[src/rtl/dsp_mac_pipe.sv]
// Pipelined unsigned multiply-accumulate engine: MUL, MULADD, PE and burst ACC ops
// with valid/ready flow control and a single global advance enable.
module dsp_mac_pipe #(
    parameter int AW  = 16,
    parameter int BW  = 16,
    parameter int SW  = 48,
    parameter int LAT = 3
) (
    input  logic          clk,
    input  logic          rst_n,
    input  logic          in_valid,
    output logic          in_ready,
    input  logic [1:0]    in_op,
    input  logic          in_first,
    input  logic          in_last,
    input  logic [AW-1:0] in_a,
    input  logic [BW-1:0] in_b,
    input  logic [AW-1:0] in_m,
    input  logic [BW-1:0] in_q,
    input  logic [SW-1:0] in_s,
    output logic          out_valid,
    input  logic          out_ready,
    output logic [SW-1:0] out_s
);
    localparam logic [1:0] OP_MUL    = 2'b00;
    localparam logic [1:0] OP_MULADD = 2'b01;
    localparam logic [1:0] OP_PE     = 2'b10;
    localparam logic [1:0] OP_ACC    = 2'b11;
    localparam int PW = AW + BW;

    if (LAT < 1 || LAT > 4) begin : g_bad_lat
        $error("dsp_mac_pipe: LAT must be in 1..4");
    end

    typedef struct packed {
        logic [1:0]    op;
        logic          first;
        logic          last;
        logic [SW-1:0] term;
    } beat_t;

    // Full-width product brought into the SW-bit modular domain.
    function automatic logic [SW-1:0] fit_prod(input logic [PW-1:0] p);
        return SW'(p);
    endfunction

    function automatic logic [SW-1:0] wrap_add(input logic [SW-1:0] x, input logic [SW-1:0] y);
        return x + y;
    endfunction

    logic          ce;
    logic          rdy_en;
    logic          vld_in;
    logic [PW-1:0] prod_ab;
    logic [PW-1:0] prod_mq;
    logic [SW-1:0] term_in;
    beat_t         beat_in;
    logic          vld_tail;
    beat_t         beat_tail;
    logic [SW-1:0] acc;
    logic [SW-1:0] acc_next;

    assign ce       = !out_valid || out_ready;
    assign in_ready = rdy_en && ce;
    assign vld_in   = in_valid && in_ready;

    assign prod_ab = PW'(in_a) * PW'(in_b);
    assign prod_mq = PW'(in_m) * PW'(in_q);

    always_comb begin
        term_in = fit_prod(prod_ab);
        case (in_op)
            OP_MUL:    term_in = fit_prod(prod_ab);
            OP_MULADD: term_in = wrap_add(fit_prod(prod_ab), in_s);
            OP_PE:     term_in = wrap_add(wrap_add(fit_prod(prod_ab), fit_prod(prod_mq)), in_s);
            OP_ACC:    term_in = wrap_add(fit_prod(prod_ab), fit_prod(prod_mq));
            default:   term_in = fit_prod(prod_ab);
        endcase
    end

    assign beat_in = {in_op, in_first, in_last, term_in};

    // ---- stages 0..LAT-2: delay line; only the valid bits see reset ----
    if (LAT == 1) begin : g_direct
        assign vld_tail  = vld_in;
        assign beat_tail = beat_in;
    end else begin : g_pipe
        logic  vld_p  [LAT-1];
        beat_t beat_p [LAT-1];

        always_ff @(posedge clk or negedge rst_n) begin
            if (!rst_n) begin
                for (int k = 0; k < LAT-1; k++) vld_p[k] <= 1'b0;
            end else if (ce) begin
                vld_p[0] <= vld_in;
                for (int k = 1; k < LAT-1; k++) vld_p[k] <= vld_p[k-1];
            end
        end

        always_ff @(posedge clk) begin
            if (ce) begin
                beat_p[0] <= beat_in;
                for (int k = 1; k < LAT-1; k++) beat_p[k] <= beat_p[k-1];
            end
        end

        assign vld_tail  = vld_p[LAT-2];
        assign beat_tail = beat_p[LAT-2];
    end

    // ---- final stage: accumulator resolved here, in acceptance order ----
    assign acc_next = beat_tail.first ? beat_tail.term : wrap_add(acc, beat_tail.term);

    always_ff @(posedge clk or negedge rst_n) begin
        if (!rst_n) begin
            rdy_en    <= 1'b0;
            out_valid <= 1'b0;
            out_s     <= '0;
            acc       <= '0;
        end else begin
            rdy_en <= 1'b1;
            if (ce) begin
                out_valid <= 1'b0;
                if (vld_tail) begin
                    if (beat_tail.op == OP_ACC) begin
                        acc <= acc_next;
                        if (beat_tail.last) begin
                            out_valid <= 1'b1;
                            out_s     <= acc_next;
                        end
                    end else begin
                        out_valid <= 1'b1;
                        out_s     <= beat_tail.term;
                    end
                end
            end
        end
    end
endmodule

[config.mk]
export PLATFORM = sky130hd
export DESIGN_NAME = dsp_mac_pipe
export DESIGN_NICKNAME = d
export VERILOG_FILES = /design/src/rtl/dsp_mac_pipe.sv
export SDC_FILE = /design/constraint.sdc
export NUM_CORES = 2
export LEC_CHECK = 0
export ABC_AREA = 1
export CAP_MARGIN = 10
export CORE_MARGIN = 1.5
export CORE_UTILIZATION = 40
export CTS_BUF_LIST = sky130_fd_sc_hd__clkbuf_2
export CTS_CLUSTER_SIZE = 40
export DETAILED_ROUTE_END_ITERATION = 7
export DONT_BUFFER_PORTS = 1
export PLACE_DENSITY = 0.65
export REMOVE_ABC_BUFFERS = 1
export SLEW_MARGIN = 5
export SYNTH_ARGS = -nofsm -noshare
export SYNTH_HDL_FRONTEND = slang
export SYNTH_SLANG_ARGS = --single-unit
[constraint.sdc]
create_clock -name clk -period 4.14 [get_ports clk]
set_clock_uncertainty 0.15 [all_clocks]
set_input_delay 0.828 -clock clk [delete_from_list [all_inputs] [get_ports clk]]
set_output_delay 0.828 -clock clk [all_outputs]
set_load 0.1 [all_outputs]
==> After elaboration in Yosys (flattened, before gate mapping) <==
Memory sizes are Yosys's and may differ from the RTL's.
Cells that the tools add are included.
{ "totals": {"input_bits": 120, "register_bits": 100, "output_inout_bits": 50, "n_memories": 1, "mem_bits_rw": 104, "elab_cells": 34} }
{ "op_classes": {"n_mux": 9, "mul": 2, "n_eq_ne": 5, "n_reduce_logical": 7, "n_addsub": 4} }
{ "mem_list": {"columns": ["memory", "depth", "word_bits", "rd", "rd_ports_with_merged_regs", "wr", "line_no", "rtl"], "rows": [
  ["g_pipe.beat_p", 2, 52, 2, 0, 2, "89", "beat_t beat_p [LAT-1];"]
]} }
{ "ops": {"columns": ["cell", "n"], "rows": [
  ["$pmux 48 s4", 1],
  ["$mux 48", 3],
  ["$add 48x48->48", 2],
  ["$mul 16x16->32", 2],
  ["$add 32x48->48", 1],
  ["$add 32x32->33", 1],
  ["$eq 2x2->1 const B", 3],
  ["$reduce_and 3->1", 2],
  ["$mux 1", 5],
  ["$eq 2x1->1 const B", 1],
  ["$logic_and 1x1->1", 2],
  ["$logic_not 2->1", 1],
  ["$ne 2x2->1 const B", 1],
  ["$logic_not 1->1", 1],
  ["$logic_or 1x1->1", 1]
]} }

==> Longest topological paths before layout <==
{ "depth": {"word_depth": 4, "ltp_mapped": 55, "mapped_depth_nobuf": 53} }

==> Worst setup path before layout <==
No wires, ideal clock.
{ "synth_path": {"kind": "input -> register", "startpoint": "input port in_b[1]", "endpoint": "memory g_pipe.beat_p[0][38] in the netlist's numbering, data pin", "cell_stages": 43, "t_arrival_ns": 10.211, "setup_ns": 0.251, "setup_slack_ns": -6.472, "path_buffers": 2, "t_required_ns": 3.739, "path_cell_list": "clkbuf_1 clkbuf_1 nand2_1 fa_1 fa_1 fa_1 fa_1 inv_1 fa_1 inv_1 fa_1 inv_1 ha_1 a21oi_1 o21ai_0 a21oi_1 nand2_1 or2_2 [7 not listed] a21oi_1 o21ai_0 a21oi_1 nand2_1 or2_2 nand3_1 nand2_1 ha_1 a21oi_1 o21ai_0 a21oi_1 nor2_1 nor2_1 nand2_1 a21oi_1 nand2_1 nand2_1 nor2_1"} }
{ "synth_lines": {"columns": ["element", "line_no", "rtl"], "rows": [
  ["start, declared", "17", "input logic [BW-1:0] in_b,"],
  ["end, declared", "89", null]
]} }

==> impl_metrics.toml <==
[status]
outcome = "finished with violations"
violations = "negative setup slack"

[clocking]
htreeDepth = 2
clock_sinks = 204
clk_pin_slew_ns = 0.10
clock_latency_ns = 0.99
cts_buffers = 52
tritoncts = "done"
cts_root_buffer = "clkbuf_2"
clk_path_buf_depth = 3

[placement]
gp_congestion = 0.981
dp_hpwl_um = 90200
placedCellCount = 6443
portBuffers = 0

[floorplan]
start_util = 0.403
core_area_um2 = 86600
die_area_um2 = 89000
die_h_um = 298
die_w_um = 298
top_level_ports = 170
num_rows = 108

[worst_setup_path]
crit_top_cell = "fa_1"
crit-reg2reg-capture = "out_s[16]$_DFFE_PN0P_"
end_kind = "register"
cp-start-kind = "primary input"
r2r.worst_path.cells = 15
critPathArrivalTime_ns = 10.10
critPathRequiredTime_ns = 4.73
max_stage_delay_ns = 0.56
r2r-start = "g_pipe.beat_p[0][52]$_DFFE_PN_"
cp_slowest_cell = "fa_2"
path_class = "in -> reg"
r2r_slack_ns = 1.14
cp_max_fo = 16

[final_layout]
fin_cells = 6683
final_common_cell = "nand2_1"
final_cell_mix = "1510 x nand2_1, 1050 x inv_1, 492 x buf_4"
fin_nets = 6313
syn2layout_area_growth_pct = 27.3
utilization = 0.512
drive_gt1_frac = 0.232

[global_routing]
grt.total_usage = 0.256
grt_antenna_before_repair = 5
grt_overflow = 0
grt_pass1_vias = 34036
grt_first_pass_wirelength_um = 181000
grt_max_degree = 101

[synthesis]
synth_top_family_by_area = "adder cells"
async_reset_ff_frac = 0.490
synth_mux_area_frac = 0.000287
yosysSeqAreaShare = 0.161
synth_compound_gate_area_share = 0.0646
mappedNetlistArea_um2 = 34900
synth_cell_type_count = 55
syn_avg_cell_area_um2 = 6.92
synth_fa_ha_area_frac = 0.347
ys.flop_type = "edfxtp_1"
synth_largest_area_cell = "fa_1"
synth-seq-cells = 204
synth_edf_count = 104
syn_inst = 5039
synthXorXnorAreaFrac = 0.0119
synth_top_cell_area_share = 0.242
synthTopCellsByArea = "fa_1 24%, nand2_1 18%, inv_1 12%, ha_1 10%, edfxtp_1 9.0%"
yosys_warnings = 0
yosys.area_share.simple = 0.272

[sta]
setup_viol = 45
clock.fmax_mhz = 105
fin_crit_ns = 9.51
worst_slack_ns = -5.37
fin_tns_setup_ns = -215.56
worstMarginPinSlew_ns = 1.20
finalHoldViolCount = 0
finalMaxSlewViolations = 0
rsz0062_at_grt = "true"
hold_ws_ns = 0.0805
slew_headroom = 0.197
period_share = 2.30

[worst_hold_path]
whs_path_depth = 3
min-delay-start = "in_s[36]"
min_to = "g_pipe.beat_p[0][36]$_DFFE_PN_"
hold_path.class = "in -> reg"

[drt]
via_per_inst = 4.96
num_vias = 33158
drtPass1Iterations = 5
first_iter_violations = 2014
drt.antenna.violating_nets = 0
drcViolationCount = 0
avgRoutedWirePerCell_um = 17.1
routed_wl_um = 114000

[flow_run]
max_cap_violations = 0
[cell families (layout without fill, tap and decap cells)]
group                      count (synthesis)  in the layout
AOI/OAI and AO/OA                        403            403
xor gates and xnor gates                  45             45
adders and majority gates                714            714
buffers and inverters                   1312           1795
DFF                                      204            204
muxes                                      1              1
other                                      1              7
and+or+nand+nor                         2359           2359
[worst max-delay path: cells and delay by family]
kind / cells / cell delay [ns]
XOR/XNOR: 1 / 0.18
adder cells (fa/ha/maj): 13 / 5.89
AND/OR/NAND/NOR: 16 / 1.60
AO/OA/AOI/OAI: 4 / 0.47
buffers and inverters: 14 / 1.13
[final cells by class]
type | count | area, um2
Fill cell | 8215 | 42200
Inverter | 1127 | 4240
Clock buffer | 68 | 340
Sequential cell | 204 | 5630
Timing Repair Buffer | 571 | 4640
Clock inverter | 29 | 169
Multi-Input combinational cell | 3523 | 27900
Antenna cell | 6 | 15.0
Tap cell | 1155 | 1450
[synth_stat cells, types with 3 or more instances]
cell      count
inv_2         5
a31oi_1       6
buf_2         7
a21oi_2       4
nand4_1      30
dfrtp_1     100
ha_1        292
nand2_1    1653
o211ai_1     10
a21oi_1     170
a21o_1        8
edfxtp_1    104
nand2_2       3
xnor2_1      15
fa_1        422
o21ai_2       3
inv_1      1122
and2_1        6
and3_1        3
or2_2        23
buf_1         9
o21ai_1      13
clkbuf_1    166
xor2_2        3
xor2_1       27
nor4_1        5
nor3_1       26
or2_1         4
nand3_1     246
o21ai_0     139
nor2_2        3
a22oi_1       3
nor3_2        4
nand3b_1     18
o21bai_1     15
nor2_1      329
o21a_1       20
[what timing repair did]
item / CTS / global route
hold buffers: 21 / 0
pin swaps: 273 / 119
setup buffers: 98 / 27
hold endpoints to repair: 119 / 0
endpoints found under the setup margin: 45 / 45
gates resized for setup: 668 / 251
[per-layer routing]
metal / vias up / track usage / part of all wire
met5: - / 0 / 0.00018
met4: 4 / 0.0877 / 0.037
met3: 221 / 0.0479 / 0.071
met2: 1038 / 0.429 / 0.47
met1: 15866 / 0.329 / 0.42
li1: 16029 / - / -
[stage by stage]
stage / setup WS (ns) / instance area (um2)
finish: -5.37 / 44400
global route: -5.66 / 44400
CTS: -5.21 / 43100
detailed placement: -7.11 / 38900
global placement: -7.05 / 38900
floorplan: -5.99 / 34100
[worst max path at each step]
stage,startpoint,end,slack [ns],cells after the start
2_1_floorplan,in_b[4],g_pipe.beat_p[0][38]$_DFFE_PN_,-5.99,43
3_3_place_gp,in_a[7],g_pipe.beat_p[0][28]$_DFFE_PN_,-7.05,44
3_5_place_dp,in_a[7],g_pipe.beat_p[0][36]$_DFFE_PN_,-7.11,43
4_1_cts,in_b[4],g_pipe.beat_p[0][40]$_DFFE_PN_,-5.21,47
5_1_grt,in_a[7],g_pipe.beat_p[0][43]$_DFFE_PN_,-5.66,49
6_report,in_a[7],g_pipe.beat_p[0][46]$_DFFE_PN_,-5.37,48
[registers in the layout, indices dropped and copies added (netlist names)]
signal,count
g_pipe.vld_p,1
vld_tail,1
acc,48
rdy_en,1
out_valid,1
g_pipe.beat_p,104
out_s,48
Power is left out: the tool's default activity adds up to more than one toggle a clock period on the data nets, which glitch-free logic cannot reach.
